### config.mk
export PLATFORM = sky130hd
export DESIGN_NAME = i2s_adc_rx_flat
export DESIGN_NICKNAME = d
export VERILOG_FILES = /design/src/rtl/i2s_adc_rx_if.sv /design/src/rtl/i2s_adc_rx.sv /design/src/flat_wrapper.sv
export SDC_FILE = /design/constraint.sdc
export NUM_CORES = 1
export LEC_CHECK = 0
export ABC_AREA = 1
export BUFFER_PORTS_ARGS = -buffer_cell sky130_fd_sc_hd__buf_2
export CAP_MARGIN = 20
export CORE_MARGIN = 4
export CORE_UTILIZATION = 58
export DETAILED_ROUTE_END_ITERATION = 6
export PLACE_DENSITY = 0.89
export SLEW_MARGIN = 30
export SYNTH_ARGS = -nofsm -noshare
export SYNTH_HDL_FRONTEND = slang
export SYNTH_SLANG_ARGS = --single-unit
### constraint.sdc
create_clock -name Clk -period 2.2 [get_ports Clk]
set_input_delay 0.44 -clock Clk [delete_from_list [all_inputs] [get_ports Clk]]
set_output_delay 0.44 -clock Clk [all_outputs]
set_load 0.1 [all_outputs]
### src/rtl/i2s_adc_rx_if.sv
// Parallel sample bus produced by the I2S ADC receiver and consumed by the gain stage.
interface i2s_adc_rx_if;
    logic [15:0] Left_out;
    logic [15:0] Right_out;
    logic [15:0] Data_out;
    logic        Sample_valid;
    logic        Frame_err;

    modport master (
        output Left_out, Right_out, Data_out, Sample_valid, Frame_err
    );
    modport slave (
        input  Left_out, Right_out, Data_out, Sample_valid, Frame_err
    );
endinterface

### src/rtl/i2s_adc_rx.sv
// I2S ADC receiver: oversamples the codec pins in the Clk domain and deserializes
// 16-bit left/right words into parallel samples plus a mono mix.
module i2s_adc_rx (
    input  logic         Clk,
    input  logic         Reset,
    input  logic         AUD_BCLK,
    input  logic         AUD_ADCLRCK,
    input  logic         AUD_ADCDAT,
    i2s_adc_rx_if.master smp
);

    typedef enum logic [1:0] {
        IDLE,
        DELAY,
        SHIFT,
        PAD
    } state_t;

    state_t      state_q;
    logic        bclk_s1_q, bclk_s2_q, bclk_h_q;
    logic        lr_s1_q, lr_s2_q, lr_h_q;
    logic        dat_s1_q, dat_s2_q;
    logic        chan_q;            // 0 = left slot, 1 = right slot
    logic [3:0]  cnt_q;
    logic [15:0] shift_q;
    logic [15:0] left_hold_q, right_hold_q;
    logic        left_ok_q;
    logic        frame_done_q;
    logic [15:0] left_out_q, right_out_q, data_out_q;
    logic        sample_valid_q, frame_err_q;

    logic        bclk_rise;
    logic        lr_edge;
    logic [15:0] word_d;
    logic [16:0] mix_sum;

    always_comb begin
        bclk_rise = bclk_s2_q & ~bclk_h_q;
        lr_edge   = lr_s2_q ^ lr_h_q;
        word_d    = {shift_q[14:0], dat_s2_q};
        mix_sum   = {left_hold_q[15], left_hold_q} + {right_hold_q[15], right_hold_q};
    end

    always_ff @(posedge Clk) begin
        if (Reset) begin
            bclk_s1_q      <= 1'b0;
            bclk_s2_q      <= 1'b0;
            bclk_h_q       <= 1'b0;
            lr_s1_q        <= 1'b0;
            lr_s2_q        <= 1'b0;
            lr_h_q         <= 1'b0;
            dat_s1_q       <= 1'b0;
            dat_s2_q       <= 1'b0;
        end else begin
            bclk_s1_q      <= AUD_BCLK;
            bclk_s2_q      <= bclk_s1_q;
            bclk_h_q       <= bclk_s2_q;
            lr_s1_q        <= AUD_ADCLRCK;
            lr_s2_q        <= lr_s1_q;
            lr_h_q         <= lr_s2_q;
            dat_s1_q       <= AUD_ADCDAT;
            dat_s2_q       <= dat_s1_q;
        end
    end

    always_ff @(posedge Clk) begin
        if (Reset) begin
            state_q        <= IDLE;
            chan_q         <= 1'b0;
            cnt_q          <= '0;
            shift_q        <= '0;
            left_hold_q    <= '0;
            right_hold_q   <= '0;
            left_ok_q      <= 1'b0;
            frame_done_q   <= 1'b0;
            left_out_q     <= '0;
            right_out_q    <= '0;
            data_out_q     <= '0;
            sample_valid_q <= 1'b0;
            frame_err_q    <= 1'b0;
        end else begin
            sample_valid_q <= 1'b0;
            frame_err_q    <= 1'b0;
            frame_done_q   <= 1'b0;

            if (frame_done_q) begin
                left_out_q     <= left_hold_q;
                right_out_q    <= right_hold_q;
                data_out_q     <= mix_sum[16:1];
                sample_valid_q <= 1'b1;
            end

            unique case (state_q)
                IDLE: begin
                    if (lr_edge && !lr_s2_q) begin
                        state_q <= DELAY;
                        chan_q  <= 1'b0;
                    end
                end
                DELAY, SHIFT: begin
                    // An LRCK edge here means the slot ended short: drop the partial frame.
                    if (lr_edge) begin
                        frame_err_q <= 1'b1;
                        left_ok_q   <= 1'b0;
                        cnt_q       <= '0;
                        if (!lr_s2_q) begin
                            state_q <= DELAY;
                            chan_q  <= 1'b0;
                        end else begin
                            state_q <= IDLE;
                        end
                    end else if (bclk_rise) begin
                        if (state_q == DELAY) begin
                            state_q <= SHIFT;
                            cnt_q   <= '0;
                        end else begin
                            shift_q <= word_d;
                            cnt_q   <= cnt_q + 4'd1;
                            if (cnt_q == 4'd15) begin
                                state_q <= PAD;
                                if (!chan_q) begin
                                    left_hold_q <= word_d;
                                    left_ok_q   <= 1'b1;
                                end else if (left_ok_q) begin
                                    right_hold_q <= word_d;
                                    left_ok_q    <= 1'b0;
                                    frame_done_q <= 1'b1;
                                end
                            end
                        end
                    end
                end
                PAD: begin
                    if (lr_edge) begin
                        state_q <= DELAY;
                        chan_q  <= lr_s2_q;
                    end
                end
                default: state_q <= IDLE;
            endcase
        end
    end

    assign smp.Left_out     = left_out_q;
    assign smp.Right_out    = right_out_q;
    assign smp.Data_out     = data_out_q;
    assign smp.Sample_valid = sample_valid_q;
    assign smp.Frame_err    = frame_err_q;

endmodule

### src/flat_wrapper.sv
// flat-port wrapper written by rule: the top's interface ports become plain ports
module i2s_adc_rx_flat 
  (Clk, Reset, AUD_BCLK, AUD_ADCLRCK, AUD_ADCDAT, smp_Left_out, smp_Right_out, smp_Data_out, smp_Sample_valid, smp_Frame_err);
  i2s_adc_rx_if smp_i ();
  input  logic Clk;
  input  logic Reset;
  input  logic AUD_BCLK;
  input  logic AUD_ADCLRCK;
  input  logic AUD_ADCDAT;
  output wire logic [$bits(smp_i.Left_out)-1:0] smp_Left_out;
  output wire logic [$bits(smp_i.Right_out)-1:0] smp_Right_out;
  output wire logic [$bits(smp_i.Data_out)-1:0] smp_Data_out;
  output wire logic [$bits(smp_i.Sample_valid)-1:0] smp_Sample_valid;
  output wire logic [$bits(smp_i.Frame_err)-1:0] smp_Frame_err;
  assign smp_Left_out = smp_i.Left_out;
  assign smp_Right_out = smp_i.Right_out;
  assign smp_Data_out = smp_i.Data_out;
  assign smp_Sample_valid = smp_i.Sample_valid;
  assign smp_Frame_err = smp_i.Frame_err;
  i2s_adc_rx u_core (.Clk(Clk), .Reset(Reset), .AUD_BCLK(AUD_BCLK), .AUD_ADCLRCK(AUD_ADCLRCK), .AUD_ADCDAT(AUD_ADCDAT), .smp(smp_i));
endmodule
-- Word-level counts from Yosys, hierarchy flattened
Cells that the tools add are included.
- flip-flop bits (word level): 114
- bits of input ports: 5
- logic and storage cells: 82
- muxes and demuxes: 24
- reduce and logical (&&, ||, !) cells: 15
- bitwise logic cells: 9
- add/sub/neg operators: 2
- equality and inequality tests: 11
- operators by type and width (kind ; number):
    $add A16 B16 Y17 ; 1
    $reduce_and A4 Y1 ; 4
    $mux W1 ; 13
    $mux W2 ; 6
    $mux W4 ; 3
    $ne A2 B1 Y1 const B ; 4
    $not A1 Y1 ; 7
    $reduce_and A7 Y1 ; 1
    $reduce_or A7 Y1 ; 1
    $pmux W2 S3 ; 1
    $reduce_and A6 Y1 ; 1
    $add A4 B1 Y4 const B ; 1
    $eq A2 B2 Y1 const B ; 2
    $eq A4 B4 Y1 const B ; 1
    $ne A4 B1 Y1 const B ; 1
    $reduce_bool A2 Y1 ; 2
    $reduce_or A2 Y1 ; 2
    $ne A3 B1 Y1 const B ; 1
    $pmux W1 S3 ; 1
    $eq A2 B1 Y1 const B ; 1
    $logic_not A2 Y1 ; 1
    $ne A2 B2 Y1 const B ; 1
    $reduce_and A2 Y1 ; 1
    $and A1 B1 Y1 ; 1
    3 further kinds ; 3

-- Depth between registers and ports, before layout
Gate-level depths: netlist (run 1).
- depth in word-level cells: 6
- gate-level depth with buffers: 13
- depth with buffers taken out: 13

-- Worst setup path before layout (run 1)
No wires, ideal clock.
- kind: reg2reg
- from: register u_core.lr_s2_q
- to: register u_core.shift_q[4]
- setup slack: 0.585 ns
- library setup time: 0.116 ns
- data arrival time: 1.499 ns
- required time: 2.084 ns
- stages on the path, launching flop included: 10
- cell sequence: dfxtp_1 -> inv_1 -> ha_1 -> nand2_1 -> nor2_2 -> nand2_2 -> buf_2 -> buf_6 -> o21ai_0 -> nor2_1
- word-level cells in the longest chain between the ends: 3
- ends and longest elaborated chain (element ; RTL line ; source):
    start: declaration ; i2s_adc_rx.sv:21 ; logic lr_s1_q, lr_s2_q, lr_h_q;
    start signal: assignment ; i2s_adc_rx.sv:59 ; lr_s2_q <= lr_s1_q;
    $xor A1 B1 Y1 ; i2s_adc_rx.sv:39 ; lr_edge = lr_s2_q ^ lr_h_q;
    $not A1 Y1 (no line) ; - ;
    $reduce_and A4 Y1 (no line) ; - ;
    end signal: assignment ; i2s_adc_rx.sv:117 ; shift_q <= word_d;
    end: declaration ; i2s_adc_rx.sv:25 ; logic [15:0] shift_q;
No other way between the ends.
A chain may end at the register's enable or synchronous reset.

-- Worst setup path after layout (run 1)
- from: register u_core.lr_s2_q
- to: register u_core.right_hold_q[3]
- word-level cells in the longest chain between the ends: 3
- ends and longest elaborated chain (element ; RTL line ; source):
    $xor A1 B1 Y1 ; i2s_adc_rx.sv:39 ;
    $not A1 Y1 (no line) ; - ;
    $reduce_and A7 Y1 (no line) ; - ;
    end signal: assignment ; i2s_adc_rx.sv:125 ; right_hold_q <= word_d;
    end: declaration ; i2s_adc_rx.sv:26 ; logic [15:0] left_hold_q, right_hold_q;
No other way between the ends.

==> flow_metrics.tcl, run 1 <==
set metrics [dict create \
    worstPathArrival_ns 2.41 \
    drv_cap 0 \
    worstSkewPairLatency_ns 0.52 \
    vias 4798 \
    finalSetupViolations 0 \
    startpoint "u_core.lr_s2_q$_SDFF_PP0_" \
    cp_max_fo 10 \
    clock_sinks 114 \
    portBuffers 54 \
    synth_area_um2 5070 \
    finalCriticalPeriod_ns 2.01 \
    die_h_um 101 \
    ant_nets 0 \
    numPlacedInstances 848 \
    fp.dieArea_um2 10300 \
    tightestPinTransition_ns 0.577 \
    synth_edf_count 0 \
    fin_nets 789 \
    path_clk_slew_ns 0.06 \
    total_power_w 0.00494 \
    ys.flop_type "dfxtp_1" \
    synthArstFlopShare_pct 0 \
    areaGrowthSynthToFinish_pct 17.4 \
    drc 0 \
    first_pass_iters 7 \
    place.gp.congestion 0.902 \
    grt_pass1_wl_mm 21.4 \
    start_util_pct 60.8 \
    leakagePower_nw 3.04 \
    track_usage_pct 26.3 \
    max-slew-margin-rel_pct 61.6 \
    grt_max_degree 76 \
    htree_levels 4 \
    synth.distinct_cells 30 \
    wire_per_inst_um 14.7 \
    drtIter0Drc 341 \
    outcome "finished clean" \
    synth_nets 738 \
    cts_tree "done" \
    final-hold-violation-count 0 \
    drive_gt1_share_pct 13.8 \
    io_pins 55 \
    drt-total-wl_mm 12.9 \
    finalCritPeriodShare_pct 91.5 \
    min-delay-path-class "primary input to flip-flop" \
    fmax_ghz 0.497 \
    yosysWarnings 0 \
    cp-end-kind "flip-flop" \
    skew_ns 0.00924 \
    fin_cells 879 \
    fp.dieW_um 101 \
    layout_commonest_cell "nor2_1" \
    placementRows 33 \
    clockRootBuffer "clkbuf_8" \
    cp-start-kind "flip-flop" \
    syn_inst 711 \
    antenna-diode-count 0 \
    hold_start "AUD_ADCDAT" \
    core_um2 8340 \
    synth_seq_area_share_pct 45.0 \
    vias_per_cell 5.46 \
    ys_ff_latch 114 \
    p_per_area_nw_per_um2 830 \
    required_ns 2.60 \
    rsz0062_at_grt "false" \
    clk_path_buf_depth 2 \
    ir_drop_mv 0.544 \
    dp_hpwl_mm 8.52 \
    cts_buffers 17 \
    synth.avg_cell_area_um2 7.13 \
    report.final.slew_viol_count 0 \
    layout_common_cells "153 x nor2_1, 113 x dfxtp_1, 106 x nand2_1" \
    antenna_found_initial 0 \
    grt_pass1_vias 4564 \
    crit_type "flip-flop to flip-flop" \
    r2r-start "u_core.lr_s2_q$_SDFF_PP0_" \
    grt_overflow 0 \
    setup-tns-final_ns 0 \
]
## per-layer routing
metal	vias up	GRT usage [%]	share of wire [%]	routed length [µm]
met1	2206	32.1	43	5500
met3	30	7.51	6.8	881
li1	2354	-	-	-
met5	-	0	0	0
met4	0	8.49	2.3	298
met2	208	45.0	48	6210
## worst paths after layout
path,end,slack (ns),depth (start not counted)
hold / removal,u_core.dat_s1_q$_SDFF_PP0_,0.12,3
setup reg to reg,u_core.right_hold_q[3]$_SDFFE_PP0P_,0.19,9
hold reg to reg,u_core.dat_s2_q$_SDFF_PP0_,0.40,2
setup / recovery,u_core.right_hold_q[3]$_SDFFE_PP0P_,0.19,9
## Yosys cell counts (2+ instances only)
master    instances  area share, %
clkbuf_1         20            1.5
dfxtp_1         114             45
a21oi_1          45            4.4
ha_1             21            5.2
o21ai_1          17            1.7
a21oi_2           6            1.0
nand4_1           3           0.37
o21ai_0          77            7.6
nand3_1          24            2.4
inv_2             3           0.22
inv_1            91            6.7
nand2_1         106            7.9
buf_6             2           0.44
xor2_1            5           0.86
a211oi_1          2           0.30
nor2_1          153             11
buf_2             4           0.40
buf_1             2           0.15
or2_2             2           0.25
nor3_1            4           0.40
## area by class of cell
type	instances	area (µm²)
Fill cell	634	2390
Multi-Input combinational cell	474	2300
Inverter	94	357
Sequential cell	114	2280
Tap cell	105	131
Timing Repair Buffer	61	335
Clock buffer	19	432
Clock inverter	12	111
## cell families (layout without fill, tap and decap cells)
group / Yosys count / count (layout) / synth area share [%]
buffers and inverters: 123 / 186 / 9.58
adder cells (fa/ha/maj): 22 / 22 / 5.58
AO/OA/AOI/OAI: 149 / 149 / 15.4
XOR/XNOR: 6 / 6 / 1.04
AND/OR/NAND/NOR: 297 / 297 / 23.4
flip-flops: 114 / 114 / 45.0
## flip-flops by register name (all words and copies together) (netlist names), 2 cells and up
register / count
u_core.state_q: 2
u_core.left_hold_q: 16
u_core.smp.Left_out: 16
u_core.cnt_q: 4
u_core.smp.Right_out: 16
u_core.shift_q: 15
u_core.right_hold_q: 16
u_core.smp.Data_out: 16
## worst max-delay path, cell delays in order (launching register included)
cell and delay [ns]:
dfxtp_1 0.33, inv_1 0.07, ha_1 0.40, nand2_1 0.14, nor2_2 0.16, nand2_2 0.09
nor3_4 0.27, inv_2 0.16, o21ai_1 0.18, a21oi_1 0.08
## per-stage QoR
| step | instance area (µm²) | hold slack (ns) | setup slack (ns) | utilization [%] |
|---|---|---|---|---|
| 2_1_floorplan | 5070 | 0.388 | 0.585 | - |
| 5_1_grt | 5950 | 0.126 | 0.0136 | 71.3 |
| 4_1_cts | 5950 | 0.112 | 0.205 | 71.3 |
| 6_report | 5950 | 0.116 | 0.187 | 71.3 |
| 3_3_place_gp | 5400 | 0.389 | 0.411 | 64.8 |
| 3_5_place_dp | 5400 | 0.398 | 0.253 | 64.8 |
## power breakdown
group	internal, W	switching [W]
Combinational	0.0000865	0.000200
Clock	0.00152	0.000979
Sequential	0.00211	0.0000402
Total	0.00372	0.00122
## timing repair
action	CTS	global route
gates resized for setup	0	1
setup endpoints to repair	0	1
hold buffers	0	0
setup buffers	0	0
No activity file was read; power rests on OpenSTA's default activity.
==> run 2: changes to the inputs <==
--- a/config.mk
+++ b/config.mk
@@ -11,5 +11,5 @@
 export CORE_MARGIN = 4
-export CORE_UTILIZATION = 58
+export CORE_UTILIZATION = 33
 export DETAILED_ROUTE_END_ITERATION = 6
-export PLACE_DENSITY = 0.89
+export PLACE_DENSITY = 0.6
 export SLEW_MARGIN = 30
--- a/constraint.sdc
+++ b/constraint.sdc
@@ -3,2 +3,2 @@
 set_output_delay 0.44 -clock Clk [all_outputs]
-set_load 0.1 [all_outputs]
+set_load 0.01 [all_outputs]
==> flow_metrics.tcl, run 2 (synthesized netlist as in run 1, its figures left out) <==
set metrics [dict create \
    cp-start-kind "flip-flop" \
    post_dp_cell_area_um2 5510 \
    grt_pass1_wl_mm 19.4 \
    drtIter0Drc 236 \
    ir_drop_mv 0.498 \
    fin_nets 790 \
    clock_sinks 114 \
    drc 0 \
    crit_buf_inv 3 \
    layout_commonest_cell "nor2_1" \
    grt_max_degree 86 \
    rsz0062_at_grt "false" \
    path_clk_slew_ns 0.05 \
    finalSetupViolations 0 \
    fp.dieArea_um2 17400 \
    start_util_pct 33.5 \
    fp.dieW_um 132 \
    cts_setup_buffers 0 \
    core_um2 15100 \
    total_power_w 0.00511 \
    setup-tns-final_ns 0 \
    crit_type "flip-flop to flip-flop" \
    cts_resized 0 \
    cp-end-kind "flip-flop" \
    final-hold-violation-count 0 \
    antenna_found_initial 0 \
    antenna-diode-count 0 \
    grt_overflow 0 \
    fin_ws_ns 0.229 \
    worstSkewPairLatency_ns 0.41 \
    required_ns 2.54 \
    grt_pass1_vias 3935 \
    wire_per_inst_um 12.1 \
    drv_cap 0 \
    cts_tree "done" \
    io_pins 55 \
    placementRows 45 \
    min-delay-path-class "primary input to flip-flop" \
    dp_slack_ns 0.262 \
    fillers 1582 \
    drt-total-wl_mm 11.6 \
    finalCriticalPeriod_ns 1.97 \
    postCtsHoldBufs 0 \
    path_delay_family "buffers and inverters" \
    layout_common_cells "153 x nor2_1, 113 x dfxtp_1, 106 x nand2_1" \
    path_common_cell "inv_1" \
    cts_buffers 17 \
    cp_slowest_cell "ha_1" \
    first_pass_iters 4 \
    die_h_um 132 \
    crit_chain "inv_1 -> ha_1 -> nand2_1 -> nor2_2 -> nand2_2 -> buf_4 -> inv_1 -> o21ai_0 -> a21oi_1" \
    htree_levels 4 \
    areaGrowthSynthToFinish_pct 20.5 \
    tightestPinTransition_ns 0.605 \
    fin_area_um2 6110 \
    finalCritPeriodShare_pct 89.6 \
    outcome "finished clean" \
    dp_hpwl_mm 8.30 \
    report.final.slew_viol_count 0 \
    vias 4310 \
    track_usage_pct 13.7 \
    vias_per_cell 4.47 \
    clk_path_buf_depth 2 \
    hold_ws_ns 0.227 \
    worstPathArrival_ns 2.31 \
    fmax_ghz 0.507 \
    max-slew-margin-rel_pct 59.6 \
    ant_nets 0 \
    clockRootBuffer "clkbuf_16" \
    cp_max_fo 14 \
    place.gp.congestion 0.851 \
    max_stage_delay_ns 0.40 \
    skew_ns 0.0107 \
    drive_gt1_share_pct 13.9 \
    p_per_area_nw_per_um2 837 \
    portBuffers 54 \
    leakagePower_nw 3.08 \
]
==> run 2: changes by cell type in the layout (fill, tap and decap cells not counted), sizes merged <==
cell,previous run,this run
buf,61,62
bufinv,1,2
clkbuf,19,23
clkinv,8,5
clkinvlp,4,2
inv,93,94
==> run 2: worst reg2reg max path, stage by stage (launching register included) <==
cell and delay [ns]:
dfxtp_1 0.32, inv_1 0.06, ha_1 0.40, nand2_1 0.11, nor2_2 0.16, nand2_2 0.15
buf_4 0.21, inv_1 0.24, o21ai_0 0.12, a21oi_1 0.14
==> run 2: metrics by stage <==
stage	instances	util [%]
6_report	964	40.3
5_1_grt	964	40.3
4_1_cts	964	40.3
3_5_place_dp	932	36.4
3_3_place_gp	932	36.4
2_1_floorplan	711	-
==> run 2: final timing paths <==
kind	end	start	cells past startpoint	slack [ns]
max	u_core.shift_q[12]$_SDFFE_PP0P_	u_core.lr_s2_q$_SDFF_PP0_	9	0.23
min	u_core.dat_s1_q$_SDFF_PP0_	AUD_ADCDAT	3	0.23
min reg2reg	u_core.bclk_s2_q$_SDFF_PP0_	u_core.bclk_s1_q$_SDFF_PP0_	2	0.40
max reg2reg	u_core.shift_q[12]$_SDFFE_PP0P_	u_core.lr_s2_q$_SDFF_PP0_	9	0.23
==> run 2: layer usage <==
| metal | part of all wire, % | wire [µm] | track usage, % | vias up |
|---|---|---|---|---|
| met4 | 1.5 | 171 | 5.37 | 0 |
| met2 | 43 | 5040 | 20.8 | 60 |
| li1 | - | - | - | 2356 |
| met3 | 3.1 | 362 | 3.44 | 14 |
| met1 | 52 | 6050 | 18.7 | 1880 |
| met5 | 0 | 0 | 0 | - |
==> run 2: cell type report <==
| class | count | area [µm²] | area share [%] |
|---|---|---|---|
| Multi-Input combinational cell | 474 | 2300 | 37.7 |
| Sequential cell | 114 | 2280 | 37.4 |
| Clock buffer | 23 | 488 | 7.99 |
| Inverter | 94 | 353 | 5.78 |
| Timing Repair Buffer | 62 | 343 | 5.61 |
| Tap cell | 188 | 235 | 3.85 |
| Clock inverter | 9 | 104 | 1.70 |
==> run 2: power breakdown <==
part / internal [W] / leakage [nW] / total (W) / switching (W)
clock network: 0.00178 / 0.289 / 0.00270 / 0.000924
logic: 0.0000862 / 1.87 / 0.000257 / 0.000171
registers: 0.00212 / 0.921 / 0.00215 / 0.0000356
==> run 3: changes to the inputs <==
CORE_ASPECT_RATIO = 1.5   (was unset)
clock period = 2.16 ns   (was 2.2 ns; I/O delays follow)
==> flow_metrics.tcl, run 3 (synthesized netlist as in run 1, its figures left out) <==
set metrics [dict create \
    drtIter0Drc 219 \
    start_util_pct 33.6 \
    antenna_found_initial 0 \
    drc 0 \
    place.gp.congestion 0.849 \
    grt_overflow 0 \
    fp.dieW_um 109 \
    setup-tns-final_ns 0 \
    fin_area_um2 6140 \
    post_dp_cell_area_um2 5560 \
    vias 4420 \
    die_h_um 160 \
    drt-total-wl_mm 11.7 \
    ant_nets 0 \
    io_pins 55 \
    worst-r2r-cell-count 9 \
    finalSetupViolations 0 \
    grt_pass1_wl_mm 19.8 \
    ir_drop_mv 0.433 \
    layout_commonest_cell "nor2_1" \
    drive_gt1_share_pct 14.1 \
    fmax_ghz 0.540 \
    p_per_area_nw_per_um2 836 \
    vias_per_cell 4.52 \
    path_clk_slew_ns 0.05 \
    fin_nets 793 \
    cp_max_fo 20 \
    final-hold-violation-count 0 \
    cts_resized 0 \
    fp.dieArea_um2 17400 \
    clock_sinks 114 \
    wire_per_inst_um 12.0 \
    holdPathStages 3 \
    core_um2 15100 \
    finalCriticalPeriod_ns 1.85 \
    hold_ws_ns 0.222 \
    postCtsHoldBufs 0 \
    outcome "finished clean" \
    seq_power_share_pct 42.7 \
    placementRows 55 \
    portBuffers 54 \
    areaGrowthSynthToFinish_pct 21.1 \
    combinationalPowerShare_pct 5.1 \
    htree_levels 4 \
    worstPathArrival_ns 2.19 \
    grt_pass1_vias 4193 \
    cts_tree "done" \
    skew_ns 0.00927 \
    drv_cap 0 \
    tightestPinTransition_ns 0.566 \
    max-slew-margin-rel_pct 62.2 \
    dp_hpwl_mm 8.59 \
    worstSkewPairLatency_ns 0.41 \
    fin_cells 978 \
    required_ns 2.50 \
    cts_setup_buffers 0 \
    rsz0062_at_grt "false" \
    switching_share_pct 22.2 \
    fillers 1580 \
    min-delay-path-class "primary input to flip-flop" \
    crit_type "flip-flop to flip-flop" \
    clockRootBuffer "clkbuf_16" \
    clk_path_buf_depth 2 \
    finalCritPeriodShare_pct 85.7 \
    track_usage_pct 14.2 \
    antenna-diode-count 0 \
    layout_common_cells "153 x nor2_1, 113 x dfxtp_1, 106 x nand2_1" \
    cp-start-kind "flip-flop" \
    clkPwrFrac_pct 52.2 \
    switchingPower_w 0.00114 \
    report.final.slew_viol_count 0 \
    p_int_w 0.00399 \
    cp-end-kind "flip-flop" \
    numPlacedInstances 946 \
    grt_max_degree 43 \
    cts_buffers 17 \
    leakagePower_nw 3.09 \
    first_pass_iters 4 \
]
==> run 3: worst max-delay path, stage by stage (launching register included) <==
cell     delay [ns]
dfxtp_1        0.32
inv_1          0.07
ha_1           0.39
nand2_1        0.11
nor2_2         0.14
nand2_2        0.09
buf_4          0.20
inv_1          0.25
o21ai_0        0.11
a21oi_1        0.11
==> run 3: layout make-up <==
cell class | instances | area [µm²] | area share (%)
flip-flops and latches | 114 | 2280 | 37.2
well taps | 199 | 249 | 4.06
repair buffers | 65 | 378 | 6.16
clock inverters | 10 | 109 | 1.77
clock buffers | 22 | 464 | 7.57
inverters | 94 | 353 | 5.75
multi-input cells | 474 | 2300 | 37.5
==> run 3: power by group through the flow <==
stage                     clock [W]  combinational, W  sequential (W)
final                       0.00268          0.000264         0.00219
after CTS                   0.00274          0.000266         0.00219
after global placement            0          0.000264         0.00223
after detailed placement          0          0.000264         0.00223
after global routing        0.00284          0.000306         0.00219
after floorplan                   0          0.000207         0.00222
==> run 3: path summary, 6_finish.rpt <==
check / from / slack (ns) / endpoint
worst max register to register: u_core.lr_s2_q$_SDFF_PP0_ / 0.31 / u_core.shift_q[14]$_SDFFE_PP0P_
worst min register to register: u_core.bclk_s1_q$_SDFF_PP0_ / 0.40 / u_core.bclk_s2_q$_SDFF_PP0_
worst max-delay path: u_core.lr_s2_q$_SDFF_PP0_ / 0.31 / u_core.shift_q[14]$_SDFFE_PP0P_
worst min-delay path: AUD_ADCDAT / 0.22 / u_core.dat_s1_q$_SDFF_PP0_
==> run 3: metal layers <==
metal	global-route usage [%]	vias up	part of all wire (%)
met5	0	-	0
met4	6.01	0	2.9
met3	3.92	23	3.8
met2	24.4	86	50
met1	16.4	1945	44
li1	-	2366	-
==> run 3: per-stage QoR <==
step	total power (W)	utilization (%)	setup slack, ns
finish	0.00513	40.7	0.309
global route	0.00535	40.7	0.106
CTS	0.00520	40.7	0.297
detailed placement	0.00250	36.9	0.297
global placement	0.00250	36.9	0.322
floorplan	0.00243	-	0.545
